===== config.mk =====
export PLATFORM = sky130hd
export DESIGN_NAME = des_key_round_mixer_flat
export DESIGN_NICKNAME = d
export VERILOG_FILES = /design/src/rtl/des_pkg.sv /design/src/rtl/des_key_round_mixer_if.sv /design/src/rtl/des_bit_permute.sv /design/src/rtl/des_key_round_mixer.sv /design/src/flat_wrapper.sv
export SDC_FILE = /design/constraint.sdc
export NUM_CORES = 1
export LEC_CHECK = 0
export ABC_CLOCK_PERIOD_IN_PS = 2730
export CAP_MARGIN = 20
export CORE_ASPECT_RATIO = 0.6
export CORE_MARGIN = 3
export CORE_UTILIZATION = 55
export DETAILED_ROUTE_END_ITERATION = 12
export DONT_BUFFER_PORTS = 1
export PLACE_DENSITY = 0.77
export SLEW_MARGIN = 10
export SYNTH_ARGS = -nofsm -noshare
export SYNTH_HDL_FRONTEND = slang
export SYNTH_SLANG_ARGS = --single-unit

===== constraint.sdc =====
create_clock -name clk -period 2.73 [get_ports clk]
set_clock_uncertainty 0.05 [all_clocks]
set_input_delay 0.546 -clock clk [delete_from_list [all_inputs] [get_ports clk]]
set_output_delay 0.546 -clock clk [all_outputs]
set_load 0.05 [all_outputs]

===== src/rtl/des_pkg.sv =====
// Shared DES constants for the key-schedule / round-mixing slice.
// Contents:
//   perm_sel_e      selects which permutation a des_bit_permute instance applies
//   sched_state_e   key-schedule sequencer states
//   cd_t            56-bit C/D register type (C = upper 28 bits, D = lower 28)
//   PC1/PC2/E/P     FIPS-46 permutation tables, 1-based, entry = source DES bit
//   SHIFT_TBL       per-round left-rotation amounts of the key schedule
//   des_to_vec      DES bit number (1 = MSB) -> packed vector index
package des_pkg;

    typedef enum logic [1:0] {
        PERM_PC1,
        PERM_PC2,
        PERM_E,
        PERM_P
    } perm_sel_e;

    typedef enum logic {
        ST_IDLE,
        ST_RUN
    } sched_state_e;

    typedef logic [55:0] cd_t;

    localparam int unsigned PC1_TBL [1:56] = '{
        57, 49, 41, 33, 25, 17,  9,
         1, 58, 50, 42, 34, 26, 18,
        10,  2, 59, 51, 43, 35, 27,
        19, 11,  3, 60, 52, 44, 36,
        63, 55, 47, 39, 31, 23, 15,
         7, 62, 54, 46, 38, 30, 22,
        14,  6, 61, 53, 45, 37, 29,
        21, 13,  5, 28, 20, 12,  4
    };

    localparam int unsigned PC2_TBL [1:48] = '{
        14, 17, 11, 24,  1,  5,
         3, 28, 15,  6, 21, 10,
        23, 19, 12,  4, 26,  8,
        16,  7, 27, 20, 13,  2,
        41, 52, 31, 37, 47, 55,
        30, 40, 51, 45, 33, 48,
        44, 49, 39, 56, 34, 53,
        46, 42, 50, 36, 29, 32
    };

    localparam int unsigned E_TBL [1:48] = '{
        32,  1,  2,  3,  4,  5,
         4,  5,  6,  7,  8,  9,
         8,  9, 10, 11, 12, 13,
        12, 13, 14, 15, 16, 17,
        16, 17, 18, 19, 20, 21,
        20, 21, 22, 23, 24, 25,
        24, 25, 26, 27, 28, 29,
        28, 29, 30, 31, 32,  1
    };

    localparam int unsigned P_TBL [1:32] = '{
        16,  7, 20, 21,
        29, 12, 28, 17,
         1, 15, 23, 26,
         5, 18, 31, 10,
         2,  8, 24, 14,
        32, 27,  3,  9,
        19, 13, 30,  6,
        22, 11,  4, 25
    };

    localparam int unsigned SHIFT_TBL [1:16] = '{
        1, 1, 2, 2, 2, 2, 2, 2, 1, 2, 2, 2, 2, 2, 2, 1
    };

    // Bit r set when round r+1 rotates by two; lets the datapath index the
    // schedule with a 4-bit round value.
    function automatic logic [15:0] shift_two_mask();
        logic [15:0] m;
        m = '0;
        for (int unsigned i = 1; i <= 16; i++) begin
            m[i-1] = (SHIFT_TBL[i] == 2);
        end
        return m;
    endfunction

    localparam logic [15:0] SHIFT_TWO = shift_two_mask();

    function automatic int unsigned des_to_vec(int unsigned width, int unsigned des_bit);
        return width - des_bit;
    endfunction

    function automatic int unsigned perm_entry(perm_sel_e sel, int unsigned k);
        case (sel)
            PERM_PC1: return PC1_TBL[k];
            PERM_PC2: return PC2_TBL[k];
            PERM_E:   return E_TBL[k];
            default:  return P_TBL[k];
        endcase
    endfunction

    // Rotate one 28-bit key half by one or two places.
    function automatic logic [27:0] rot_half(logic [27:0] h, logic right, logic two);
        logic [27:0] r;
        if (right) begin
            r = two ? {h[1:0], h[27:2]} : {h[0], h[27:1]};
        end else begin
            r = two ? {h[25:0], h[27:26]} : {h[26:0], h[27]};
        end
        return r;
    endfunction

    function automatic cd_t rotate_cd(cd_t cd, logic right, logic two);
        return {rot_half(cd[55:28], right, two), rot_half(cd[27:0], right, two)};
    endfunction

endpackage


===== src/rtl/des_key_round_mixer_if.sv =====
// Bus bundle between the DES round controller and the key/round mixer.
//   master : round controller side (drives start/decrypt/key/r_half/sbox_out)
//   slave  : des_key_round_mixer side (drives subkey/mixed/p_out/round/valid/done)
interface des_key_round_mixer_if;
    import des_pkg::*;

    logic        start;
    logic        decrypt;
    logic [63:0] key;
    logic [31:0] r_half;
    logic [31:0] sbox_out;
    logic [47:0] subkey;
    logic [47:0] mixed;
    logic [31:0] p_out;
    logic [3:0]  round;
    logic        valid;
    logic        done;

    modport master (
        output start, decrypt, key, r_half, sbox_out,
        input  subkey, mixed, p_out, round, valid, done
    );

    modport slave (
        input  start, decrypt, key, r_half, sbox_out,
        output subkey, mixed, p_out, round, valid, done
    );

endinterface


===== src/rtl/des_bit_permute.sv =====
// Fixed DES bit permutation, purely combinational wiring.
// Parameters:
//   IN_W, OUT_W  input / output widths
//   SEL          which FIPS-46 table to apply (PC1, PC2, E or P)
// Ports:
//   din   IN_W-bit source, bit IN_W-1 is DES bit 1
//   dout  OUT_W-bit result, output DES bit k taken from input DES bit TABLE[k]
module des_bit_permute
    import des_pkg::*;
#(
    parameter int unsigned IN_W  = 64,
    parameter int unsigned OUT_W = 56,
    parameter perm_sel_e   SEL   = PERM_PC1
) (
    input  logic [IN_W-1:0]  din,
    output logic [OUT_W-1:0] dout
);

    for (genvar k = 1; k <= OUT_W; k++) begin : g_bit
        localparam int unsigned DST = des_to_vec(OUT_W, k);
        localparam int unsigned SRC = des_to_vec(IN_W, perm_entry(SEL, k));
        assign dout[DST] = din[SRC];
    end

    // PC-1 drops the key parity bits; fold the whole input into a sink so
    // the dropped bits are visibly intentional.
    logic unused_din;
    assign unused_din = ^din;

endmodule


===== src/rtl/des_key_round_mixer.sv =====
// Iterative DES key schedule plus round-mixing datapath.
// After an accepted start the C/D register steps once per clock, presenting
// one 48-bit subkey per cycle for 16 rounds in encrypt or decrypt order.
// Ports:
//   clk   rising-edge clock
//   rst   asynchronous active-high reset
//   bus   slave modport: start/decrypt/key/r_half/sbox_out in,
//         subkey/mixed/p_out/round/valid/done out
// mixed = E(r_half) ^ subkey and p_out = P(sbox_out) are combinational.
module des_key_round_mixer
    import des_pkg::*;
#(
    parameter int unsigned NROUNDS = 16
) (
    input  logic                         clk,
    input  logic                         rst,
    des_key_round_mixer_if.slave         bus
);

    localparam logic [3:0] LAST_ROUND = 4'(NROUNDS - 1);

    sched_state_e state_q, state_d;
    cd_t          cd_q, cd_d;
    cd_t          cd_pc1;
    logic [3:0]   round_q, round_d;
    logic         dec_q, dec_d;
    logic [47:0]  subkey_w;
    logic [47:0]  e_r;
    logic [31:0]  p_w;

    des_bit_permute #(.IN_W(64), .OUT_W(56), .SEL(PERM_PC1)) u_pc1 (
        .din  (bus.key),
        .dout (cd_pc1)
    );

    des_bit_permute #(.IN_W(56), .OUT_W(48), .SEL(PERM_PC2)) u_pc2 (
        .din  (cd_q),
        .dout (subkey_w)
    );

    des_bit_permute #(.IN_W(32), .OUT_W(48), .SEL(PERM_E)) u_e (
        .din  (bus.r_half),
        .dout (e_r)
    );

    des_bit_permute #(.IN_W(32), .OUT_W(32), .SEL(PERM_P)) u_p (
        .din  (bus.sbox_out),
        .dout (p_w)
    );

    always_ff @(posedge clk or posedge rst) begin
        if (rst) begin
            state_q <= ST_IDLE;
            cd_q    <= '0;
            round_q <= '0;
            dec_q   <= 1'b0;
        end else begin
            state_q <= state_d;
            cd_q    <= cd_d;
            round_q <= round_d;
            dec_q   <= dec_d;
        end
    end

    always_comb begin
        state_d = state_q;
        cd_d    = cd_q;
        round_d = round_q;
        dec_d   = dec_q;
        unique case (state_q)
            ST_IDLE: begin
                if (bus.start) begin
                    state_d = ST_RUN;
                    round_d = '0;
                    dec_d   = bus.decrypt;
                    // Decrypt starts from C16D16, which equals C0D0.
                    cd_d    = bus.decrypt ? cd_pc1
                                          : rotate_cd(cd_pc1, 1'b0, SHIFT_TWO[0]);
                end
            end
            ST_RUN: begin
                if (round_q == LAST_ROUND) begin
                    state_d = ST_IDLE;
                end else begin
                    round_d = round_q + 4'd1;
                    // Stepping into round j = round_q+2: encrypt uses SHIFT[j]
                    // (mask bit round_q+1), decrypt undoes SHIFT[18-j]
                    // (mask bit 15-round_q).
                    cd_d = dec_q ? rotate_cd(cd_q, 1'b1, SHIFT_TWO[4'd15 - round_q])
                                 : rotate_cd(cd_q, 1'b0, SHIFT_TWO[round_q + 4'd1]);
                end
            end
            default: state_d = ST_IDLE;
        endcase
    end

    assign bus.subkey = subkey_w;
    assign bus.mixed  = e_r ^ subkey_w;
    assign bus.p_out  = p_w;
    assign bus.round  = round_q;
    assign bus.valid  = (state_q == ST_RUN);
    assign bus.done   = (state_q == ST_RUN) && (round_q == LAST_ROUND);

endmodule


===== src/flat_wrapper.sv =====
// flat-port wrapper written by rule: the top's interface ports become plain ports
module des_key_round_mixer_flat import des_pkg::*;
#(
    parameter int unsigned NROUNDS = 16
)
  (clk, rst, bus_start, bus_decrypt, bus_key, bus_r_half, bus_sbox_out, bus_subkey, bus_mixed, bus_p_out, bus_round, bus_valid, bus_done);
  des_key_round_mixer_if bus_i ();
  input  logic clk;
  input  logic rst;
  input wire logic [$bits(bus_i.start)-1:0] bus_start;
  input wire logic [$bits(bus_i.decrypt)-1:0] bus_decrypt;
  input wire logic [$bits(bus_i.key)-1:0] bus_key;
  input wire logic [$bits(bus_i.r_half)-1:0] bus_r_half;
  input wire logic [$bits(bus_i.sbox_out)-1:0] bus_sbox_out;
  output wire logic [$bits(bus_i.subkey)-1:0] bus_subkey;
  output wire logic [$bits(bus_i.mixed)-1:0] bus_mixed;
  output wire logic [$bits(bus_i.p_out)-1:0] bus_p_out;
  output wire logic [$bits(bus_i.round)-1:0] bus_round;
  output wire logic [$bits(bus_i.valid)-1:0] bus_valid;
  output wire logic [$bits(bus_i.done)-1:0] bus_done;
  assign bus_i.start = bus_start;
  assign bus_i.decrypt = bus_decrypt;
  assign bus_i.key = bus_key;
  assign bus_i.r_half = bus_r_half;
  assign bus_i.sbox_out = bus_sbox_out;
  assign bus_subkey = bus_i.subkey;
  assign bus_mixed = bus_i.mixed;
  assign bus_p_out = bus_i.p_out;
  assign bus_round = bus_i.round;
  assign bus_valid = bus_i.valid;
  assign bus_done = bus_i.done;
  des_key_round_mixer #(.NROUNDS(NROUNDS)) u_core (.clk(clk), .rst(rst), .bus(bus_i));
endmodule

Word-level counts from Yosys, hierarchy flattened:

Memories as Yosys holds them, arrays and structs flattened.
Cells that the tools add are included.

* register bits: 62
* ROM bits: 32
* output and inout bits: 134
* memories kept: 2

Memories
* (name not given): depth 16, width 1, read ports 1, clocked after memory_dff 0, wr ports 0, RTL line des_key_round_mixer.sv:90 `: rotate_cd(cd_q, 1'b0, SHIFT_TWO[round_q + 4'd1]);`
* (name not given): depth 16, width 1, read ports 1, clocked after memory_dff 0, wr ports 0, RTL line des_key_round_mixer.sv:89 `cd_d = dec_q ? rotate_cd(cd_q, 1'b1, SHIFT_TWO[4'd15 - round_q])`

* add/subtract/negate cells: 2
* $lt $le $gt $ge: 2
* equal/unequal tests: 3
* mux-type cells: 17
* bitwise gates (word level): 2
* reduce and logical (&&, ||, !) cells: 3

Operators by type and width (count)
* 56-bit two-way mux: 4
* 28-bit two-way mux: 4
* 56-bit one-hot mux with 2 select lines: 1
* 48-bit XOR: 1
* 4-bit by 5-bit < comparator with 1-bit output, second input constant: 2
* 4-bit two-way mux: 2
* 4-bit one-hot mux with 2 select lines: 1
* 4-bit by 1-bit adder with 4-bit output, second input constant: 1
* 4-bit equality test, second input constant: 1
* 1-bit two-way mux: 4
* 2-bit inequality test, second input constant: 2
* 2-bit AND reduction: 2
* 4-bit subtractor, first input constant: 1
* 1-bit one-hot mux with 2 select lines: 1
* 1-bit logical AND: 1
* 1-bit inverter: 1

Depth between registers and ports, before layout:

Gate-level depths: netlist of the first run.

* word-level depth: 7
* gate-level depth with buffers: 9
* mapped depth without buffers: 7

Hierarchy:

A second synthesis of the first run with hierarchy kept.

* cell total of the unflattened synthesis: 734
* area, all modules: 6706.4 sq um

Modules (own cells, without submodules)
* des_key_round_mixer: times used 1, cells each 550, area an instance 5325.1 sq um, sequential area each 1551.5 sq um
* des_bit_permute (u_core.u_e ...): times used 2, cells each 48, area an instance 360.3 sq um, sequential area each 0.0 sq um
* des_bit_permute (u_core.u_pc1): times used 1, cells each 56, area an instance 420.4 sq um, sequential area each 0.0 sq um
* des_bit_permute (u_core.u_p): times used 1, cells each 32, area an instance 240.2 sq um, sequential area each 0.0 sq um

Worst setup path before layout of the first run:

Ideal clock, no wire load.

* path type: flip-flop to flip-flop
* start: register u_core.round_q[0], in the netlist u_core.bus.round[0]
* end: register u_core.cd_q[0]
* library setup time: 137 ps
* data arrival time: 2352 ps
* path slack: 191 ps
* cell stages (with the launch flop): 10
* buffers on the path: 2
* clock period less this slack: 2539 ps
* cells stage by stage: dfrtp_1 inv_1 ha_1 or2_2 o21ai_0 o22ai_1 buf_2 buf_2 mux2i_1 a21oi_1

* cells in the longest elaborated chain, start to end: 7

Ends and longest elaborated chain
* start: declaration: RTL line des_key_round_mixer.sv:25 `logic [3:0] round_q, round_d;`
* start signal: assignment: RTL line des_key_round_mixer.sv:60 `round_q <= round_d;`
* 4-bit by 1-bit adder with 4-bit output or 4-bit subtractor (tied branches): RTL line des_key_round_mixer.sv:90, des_key_round_mixer.sv:89
* memory read 16 x 1 bit (on tied branches)
* 1-bit two-way mux (on tied branches): RTL line des_key_round_mixer.sv:90, des_key_round_mixer.sv:89
* 28-bit two-way mux (on tied branches): RTL line des_pkg.sv:105, des_pkg.sv:103
* 56-bit two-way mux: RTL line des_key_round_mixer.sv:89
* 56-bit two-way mux: RTL line des_key_round_mixer.sv:82 `if (round_q == LAST_ROUND) begin`
* 56-bit one-hot mux with 2 select lines: RTL line des_key_round_mixer.sv:70 `unique case (state_q)`
* end signal: assignment: RTL line des_key_round_mixer.sv:54 `cd_q <= '0;`
* end signal: assignment: RTL line des_key_round_mixer.sv:59 `cd_q <= cd_d;`
* end: declaration: RTL line des_key_round_mixer.sv:23 `cd_t cd_q, cd_d;`

Parallel ways exist; a longest one is shown, timed or not. The select of a mux whose other input is x is not followed.
A chain may end at the register's enable or synchronous reset.

Final worst setup path of the first run:

* start: register u_core.round_q[1], in the netlist u_core.bus.round[1]
* end: register u_core.cd_q[35]

The elaborated chain is that of the path after synthesis.

==> results of run 1 <==
-- logic make-up (layout without fill, tap and decap cells) --
| group | after synthesis | in the layout |
|---|---|---|
| AOI/OAI and AO/OA | 134 | 134 |
| and+or+nand+nor | 111 | 111 |
| xor gates and xnor gates | 49 | 49 |
| buffers and inverters | 141 | 107 |
| DFF | 62 | 62 |
| adders and majority gates | 5 | 5 |
| muxes | 164 | 164 |
-- cell usage after synthesis (all sizes together) (2+ instances only) --
master	n	area share
nand4b	2	0.0028
mux2	106	0.19
a2111oi	3	0.0042
or2	2	0.0020
ha	5	0.010
xor2	49	0.068
nor2	6	0.0036
nor3	2	0.0016
mux2i	58	0.096
buf	102	0.12
a21oi	58	0.046
and2	2	0.0020
o21ai	8	0.0064
nand3b	2	0.0024
o221ai	52	0.073
o211ai	3	0.0036
inv	8	0.0048
or3	53	0.053
nor2b	7	0.0070
clkbuf	31	0.019
nand3	10	0.0080
nand4	3	0.0030
dfrtp	62	0.25
nand2	19	0.011
o2111ai	3	0.0042
-- sequential cells by signal, indices dropped and copies added, names as in the netlist --
name / count
u_core.cd_q: 56
u_core.bus.round: 4
u_core.bus.valid: 1
u_core.dec_q: 1
-- stage by stage --
stage	worst slack [ns]	util	hold slack, ns
after floorplan	0.1911	-	0.5454
after global placement	0.2917	0.5761	0.3438
after detailed placement	0.2155	0.5761	0.3463
after CTS	0.2057	0.6029	0.2982
after global routing	0.02311	0.6029	0.3240
final	0.1366	0.6029	0.3079
-- per-layer routing --
metal | vias to the layer above | GRT usage
met5 | - | 0
met4 | 2 | 0.07607
met2 | 269 | 0.3899
met3 | 27 | 0.08423
li1 | 2320 | -
met1 | 2487 | 0.3924
-- final timing paths --
| path | depth (start not counted) | to | start |
|---|---|---|---|
| worst max-delay path | 7 | u_core.cd_q[35] | u_core.bus.round[1] |
| worst min register to register | 2 | u_core.dec_q | u_core.bus.valid |
| worst min-delay path | 2 | u_core.dec_q | bus_start |
| min in group asynchronous | 2 | u_core.cd_q[19] | rst |
| max in group asynchronous | 3 | u_core.cd_q[52] | rst |
| worst max register to register | 7 | u_core.cd_q[35] | u_core.bus.round[1] |
-- critical path, stage by stage, from the launching register on --
cell and delay [ns]:
dfrtp_1 0.44, ha_1 0.50, mux2i_4 0.20, mux2i_4 0.18
buf_4 0.42, mux2_1 0.37, o221ai_1 0.20, a21oi_1 0.07
-- layout make-up --
type	count	share of cell area
Inverter	8	0.004591
Multi-Input combinational cell	463	0.5909
Tap cell	139	0.02659
Timing Repair Buffer	83	0.09755
Sequential cell	62	0.2374
Clock buffer	16	0.04304
==> metrics.yaml, run 1 <==
grt:
  grt_pass1_wl_um: 27170
  grt_pass1_vias: 4939
  grt_start_max_net_pins: 61
  antenna_found_initial: 1
  grt_usage: 0.2709
  gr-total-overflow: 0
clocking:
  numCtsBuffers: 9
  postCtsSetupBuffers: 0
  cts_tree: "built"
  cts_resized: 0
  hold_buffers: 1
  worstSkewPairLatency_ns: 0.33
  clock_path_buffers: 2
  htree_levels: 3
  clk_pin_slew_worst_paths_ns: 0.05
  root_buffer: "clkbuf_16"
  cts_sinks: 62
finish:
  seq_area_um2: 1553
  fillers: 937
  diodes: 0
  fin_area_um2: 6541
  layout_common_cells: "buf_4 (81), mux2_2 (72), dfrtp_1 (61)"
  final_common_cell: "buf_4"
  final_layout_size_suffix_gt1_frac: 0.2816
  final_cells: 771
  nets: 764
  multi_input_comb_area_um2: 3865
  syn_to_final_growth_pct: 4.206
placement:
  portBuffers: 0
  place_hpwl_um: 12800
  post_dp_cell_area_um2: 6250
  dp.cells: 754
  gp_congestion: 0.9659
synth:
  synthCells: 666
  ys_seq_area_frac: 0.2472
  ys_types: 41
  synth_edf_count: 0
  async_flop_share: 1.000
  synth_xor_area_frac: 0.06837
  netlist_area_um2: 6277
  synth_compound_area_frac: 0.1469
  synth_area_per_cell_um2: 9.425
  synth_nets: 803
  synth_top_flop_cell: "dfrtp_1"
  synth_warnings: 0
  synth_top_family_by_area: "multiplexers"
  yosys.area_share.simple: 0.1001
  yosys_register_bits: 62
  synth_mux_area_frac: 0.2866
  synth_fa_ha_area_frac: 0.009966
sta:
  max-slew-margin-rel: 0.4857
  finalHoldViolations: 0
  timing.final.crit_share: 0.9500
  maxSlewViolCount: 0
  worst_pin_slew_ns: 0.7520
  setup_viol_count_final: 0
  finalCriticalPeriod_ns: 2.593
  max_freq_mhz: 385.6
  rsz0062_at_grt: "false"
  fin_setup_tns_ns: 0
drt:
  highest_layer: "met5"
  drc: 0
  vias: 5105
  dr_wl_met3_um: 1778
  avgViaCountPerCell: 6.621
  drt-pass1-iter-count: 5
  drt_iter0_markers: 355
  wire_per_inst_um: 23.24
  met1_length_um: 8035
  routed_wirelength_um: 17920
  ant_nets: 0
  wl_met2_um: 7835
setup_path:
  r2r_slack_ns: 0.14
  critPathKind: "reg2reg"
  critPathMaxFanout: 31
  required_ns: 2.88
  start_kind: "register"
  worstPathArrival_ns: 2.74
  end_kind: "register"
die:
  row_count: 29
  io_pins: 266
  die_area_um2: 12770
  dieHeight_um: 88.75
  core_area_um2: 10850
  dieWidth_um: 143.9
  start_util: 0.5786
hold_path:
  hold_class: "in2reg"
run_status:
  outcome: "finished, final reports clean"
flow_run:
  maxCapViolations: 0
Power of run 1 is not shown: default switching activity piles up to over one toggle a cycle in this logic, so the estimate is an artifact.
==> run 2, diff against run 1 <==
--- a/config.mk
+++ b/config.mk
@@ -8,10 +8,11 @@
 export ABC_CLOCK_PERIOD_IN_PS = 2730
 export CAP_MARGIN = 20
 export CORE_ASPECT_RATIO = 0.6
-export CORE_MARGIN = 3
 export CORE_UTILIZATION = 55
 export DETAILED_ROUTE_END_ITERATION = 12
 export DONT_BUFFER_PORTS = 1
+export HOLD_SLACK_MARGIN = 0.12
+export MAX_ROUTING_LAYER = met4
 export PLACE_DENSITY = 0.77
 export SLEW_MARGIN = 10
 export SYNTH_ARGS = -nofsm -noshare
==> run 2 against run 1 <==
Non-clock buffer count increased by 1. Wire length decreased by 1.1%. Via count increased by 0.29%. First-iteration DRC count increased by 18%. Critical path depth increased by 1. Sequential cell count unchanged. Register-to-register slack improved by 0.14 ns. Global-route usage increased by 4.3 points. Core utilization increased by 0.81 points. Highest routed layer is now met4. Count of clock-buffer cells in the layout decreased by 4. Sequential share of layout area decreased by 0.31 points.
==> metrics.yaml, run 2 (synthesis results as in run 1) <==
run_status:
  outcome: "finished, final reports clean"  # unchanged
hold_path:
  hold_class: "in2async"  # was in2reg
sta:
  worst_pin_slew_ns: 1.053  # was 0.7520 ns
  timing.final.crit_share: 0.8984  # was 0.9500
  maxSlewViolCount: 0  # unchanged
  fin_setup_tns_ns: 0  # unchanged
  max_freq_mhz: 407.7  # was 385.6 MHz
  max-slew-margin-rel: 0.2971  # was 0.4857
  rsz0062_at_grt: "false"  # unchanged
  finalHoldViolations: 0  # unchanged
  worst_slack_ns: 0.2774  # was 0.1366 ns
  finalCriticalPeriod_ns: 2.453  # was 2.593 ns
  setup_viol_count_final: 0  # unchanged
drt:
  drc: 0  # unchanged
  avgViaCountPerCell: 6.606  # was 6.621
  wire_per_inst_um: 22.87  # was 23.24 um
  drt-pass1-iter-count: 6  # was 5
  ant_nets: 0  # unchanged
  drt_iter0_markers: 420  # was 355
  vias: 5120  # was 5,105
  routed_wirelength_um: 17730  # was 17,920 um
finish:
  final_layout_size_suffix_gt1_frac: 0.2891  # was 0.2816
  nets: 765  # was 764
  largest_register: "u_core.cd_q"  # unchanged
  final_common_cell: "buf_4"  # unchanged
  fin_area_um2: 6629  # was 6541 um2
  syn_to_final_growth_pct: 5.601  # was 4.206%
  layout_common_cells: "buf_4 (80), mux2_2 (72), dfrtp_1 (61)"  # was buf_4 (81), mux2_2 (72), dfrtp_1 (61)
  largest_reg_flops: 56  # unchanged
die:
  row_count: 29  # unchanged
  dieWidth_um: 139.9  # was 143.9 um
  die_area_um2: 11860  # was 12,770 um2
  dieHeight_um: 84.75  # was 88.75 um
  io_pins: 266  # unchanged
  core_area_um2: 10850  # unchanged
  start_util: 0.5786  # unchanged
clocking:
  clk_pin_slew_worst_paths_ns: 0.05  # about the same
  cts_sinks: 62  # unchanged
  hold_buffers: 0  # was 1
  postCtsSetupBuffers: 0  # unchanged
  numCtsBuffers: 9  # unchanged
  root_buffer: "clkbuf_16"  # unchanged
  htree_levels: 3  # unchanged
  cts_tree: "built"  # unchanged
  clock_path_buffers: 2  # unchanged
  cts_resized: 0  # unchanged
  worstSkewPairLatency_ns: 0.33  # about the same
grt:
  grt_usage: 0.3142  # was 0.2709
  grt_start_max_net_pins: 63  # was 61
  antenna_found_initial: 2  # was 1
  grt_pass1_vias: 5109  # was 4,939
  gr-total-overflow: 0  # unchanged
  grt_pass1_wl_um: 28210  # was 27,170 um
setup_path:
  required_ns: 2.93  # was 2.88 ns
  path_cells: "inv_1 -> ha_1 -> or2_2 -> o21ai_0 -> o22ai_4 -> buf_4 -> mux2i_1 -> a21oi_1"  # was ha_1 -> mux2i_4 -> mux2i_4 -> buf_4 -> mux2_1 -> o221ai_1 -> a21oi_1
  critPathKind: "reg2reg"  # unchanged
  start_kind: "register"  # unchanged
  critPathMaxStageDelay_ns: 0.41  # was 0.50 ns
  worstPathArrival_ns: 2.65  # was 2.74 ns
  critPathMaxFanout: 26  # was 31
  reg2reg_from: "u_core.bus.round[0]"  # was u_core.bus.round[1]
  end_kind: "register"  # unchanged
  path_buf_inv: 2  # was 1
  critPathSlowestCell: "dfrtp_1"  # was ha_1
  critical_path.top_delay_family: "compound AO/OA/AOI/OAI gates"  # was multiplexers
  r2r_slack_ns: 0.28  # was 0.14 ns
  reg2regPathDepth: 8  # was 7
  r2r_end: "u_core.cd_q[37]"  # was u_core.cd_q[35]
placement:
  portBuffers: 0  # unchanged
  place_ws_ns: 0.1860  # was 0.2155 ns
  place_hpwl_um: 12270  # was 12,800 um
  post_dp_cell_area_um2: 6302  # was 6250 um2
  gp_congestion: 0.9838  # was 0.9659
flow_run:
  maxCapViolations: 0  # unchanged
[run 2: cell types whose count changed in the layout (fill, tap and decap cells not counted), sizes merged]
| cell | change |
|---|---|
| bufinv | +2 |
| buf | +2 |
| clkinv | +2 |
| dlygate4sd3 | -1 |
| clkbuf | -4 |
| diode | +3 |
[run 2: routing by layer]
metal / up-vias / share of wire / global-route usage
li1: 2325 / - / -
met3: 27 / 0.094 / 0.09241
met4: 0 / 0.015 / 0.08492
met5: - / 0 / -
met1: 2490 / 0.44 / 0.4192
met2: 278 / 0.45 / 0.4614
[run 2: worst max-delay path by stage]
stage | from | to | slack [ns] | cells after the start
6_report | u_core.bus.round[0] | u_core.cd_q[37] | 0.28 | 8
5_1_grt | u_core.bus.round[1] | u_core.cd_q[18] | 0.15 | 7
2_1_floorplan | u_core.bus.round[0] | u_core.cd_q[0] | 0.19 | 9
4_1_cts | u_core.bus.round[1] | u_core.cd_q[17] | 0.18 | 7
3_3_place_gp | u_core.bus.round[1] | u_core.cd_q[3] | 0.28 | 7
3_5_place_dp | u_core.bus.round[1] | u_core.cd_q[11] | 0.19 | 7
[run 2: layout make-up]
type | count | area, um2
inverter | 8 | 30.03
clock inverter | 4 | 70.07
timing repair buffer | 84 | 680.7
fill | 928 | 4220
sequential | 62 | 1553
tap | 139 | 173.9
antenna | 3 | 7.507
clock buffer | 12 | 246.5
multi-input combinational | 463 | 3867
[run 2: through the flow]
| stage | hold WS (ns) | instances | utilization |
|---|---|---|---|
| 5_1_grt | 0.1411 | 775 | 0.6110 |
| 3_5_place_dp | 0.4840 | 756 | 0.5809 |
| 3_3_place_gp | 0.4815 | 756 | 0.5809 |
| 4_1_cts | 0.1379 | 772 | 0.6101 |
| 2_1_floorplan | 0.5454 | 666 | - |
| 6_report | 0.1176 | 775 | 0.6110 |
Power of run 2 is left out for the same reason.
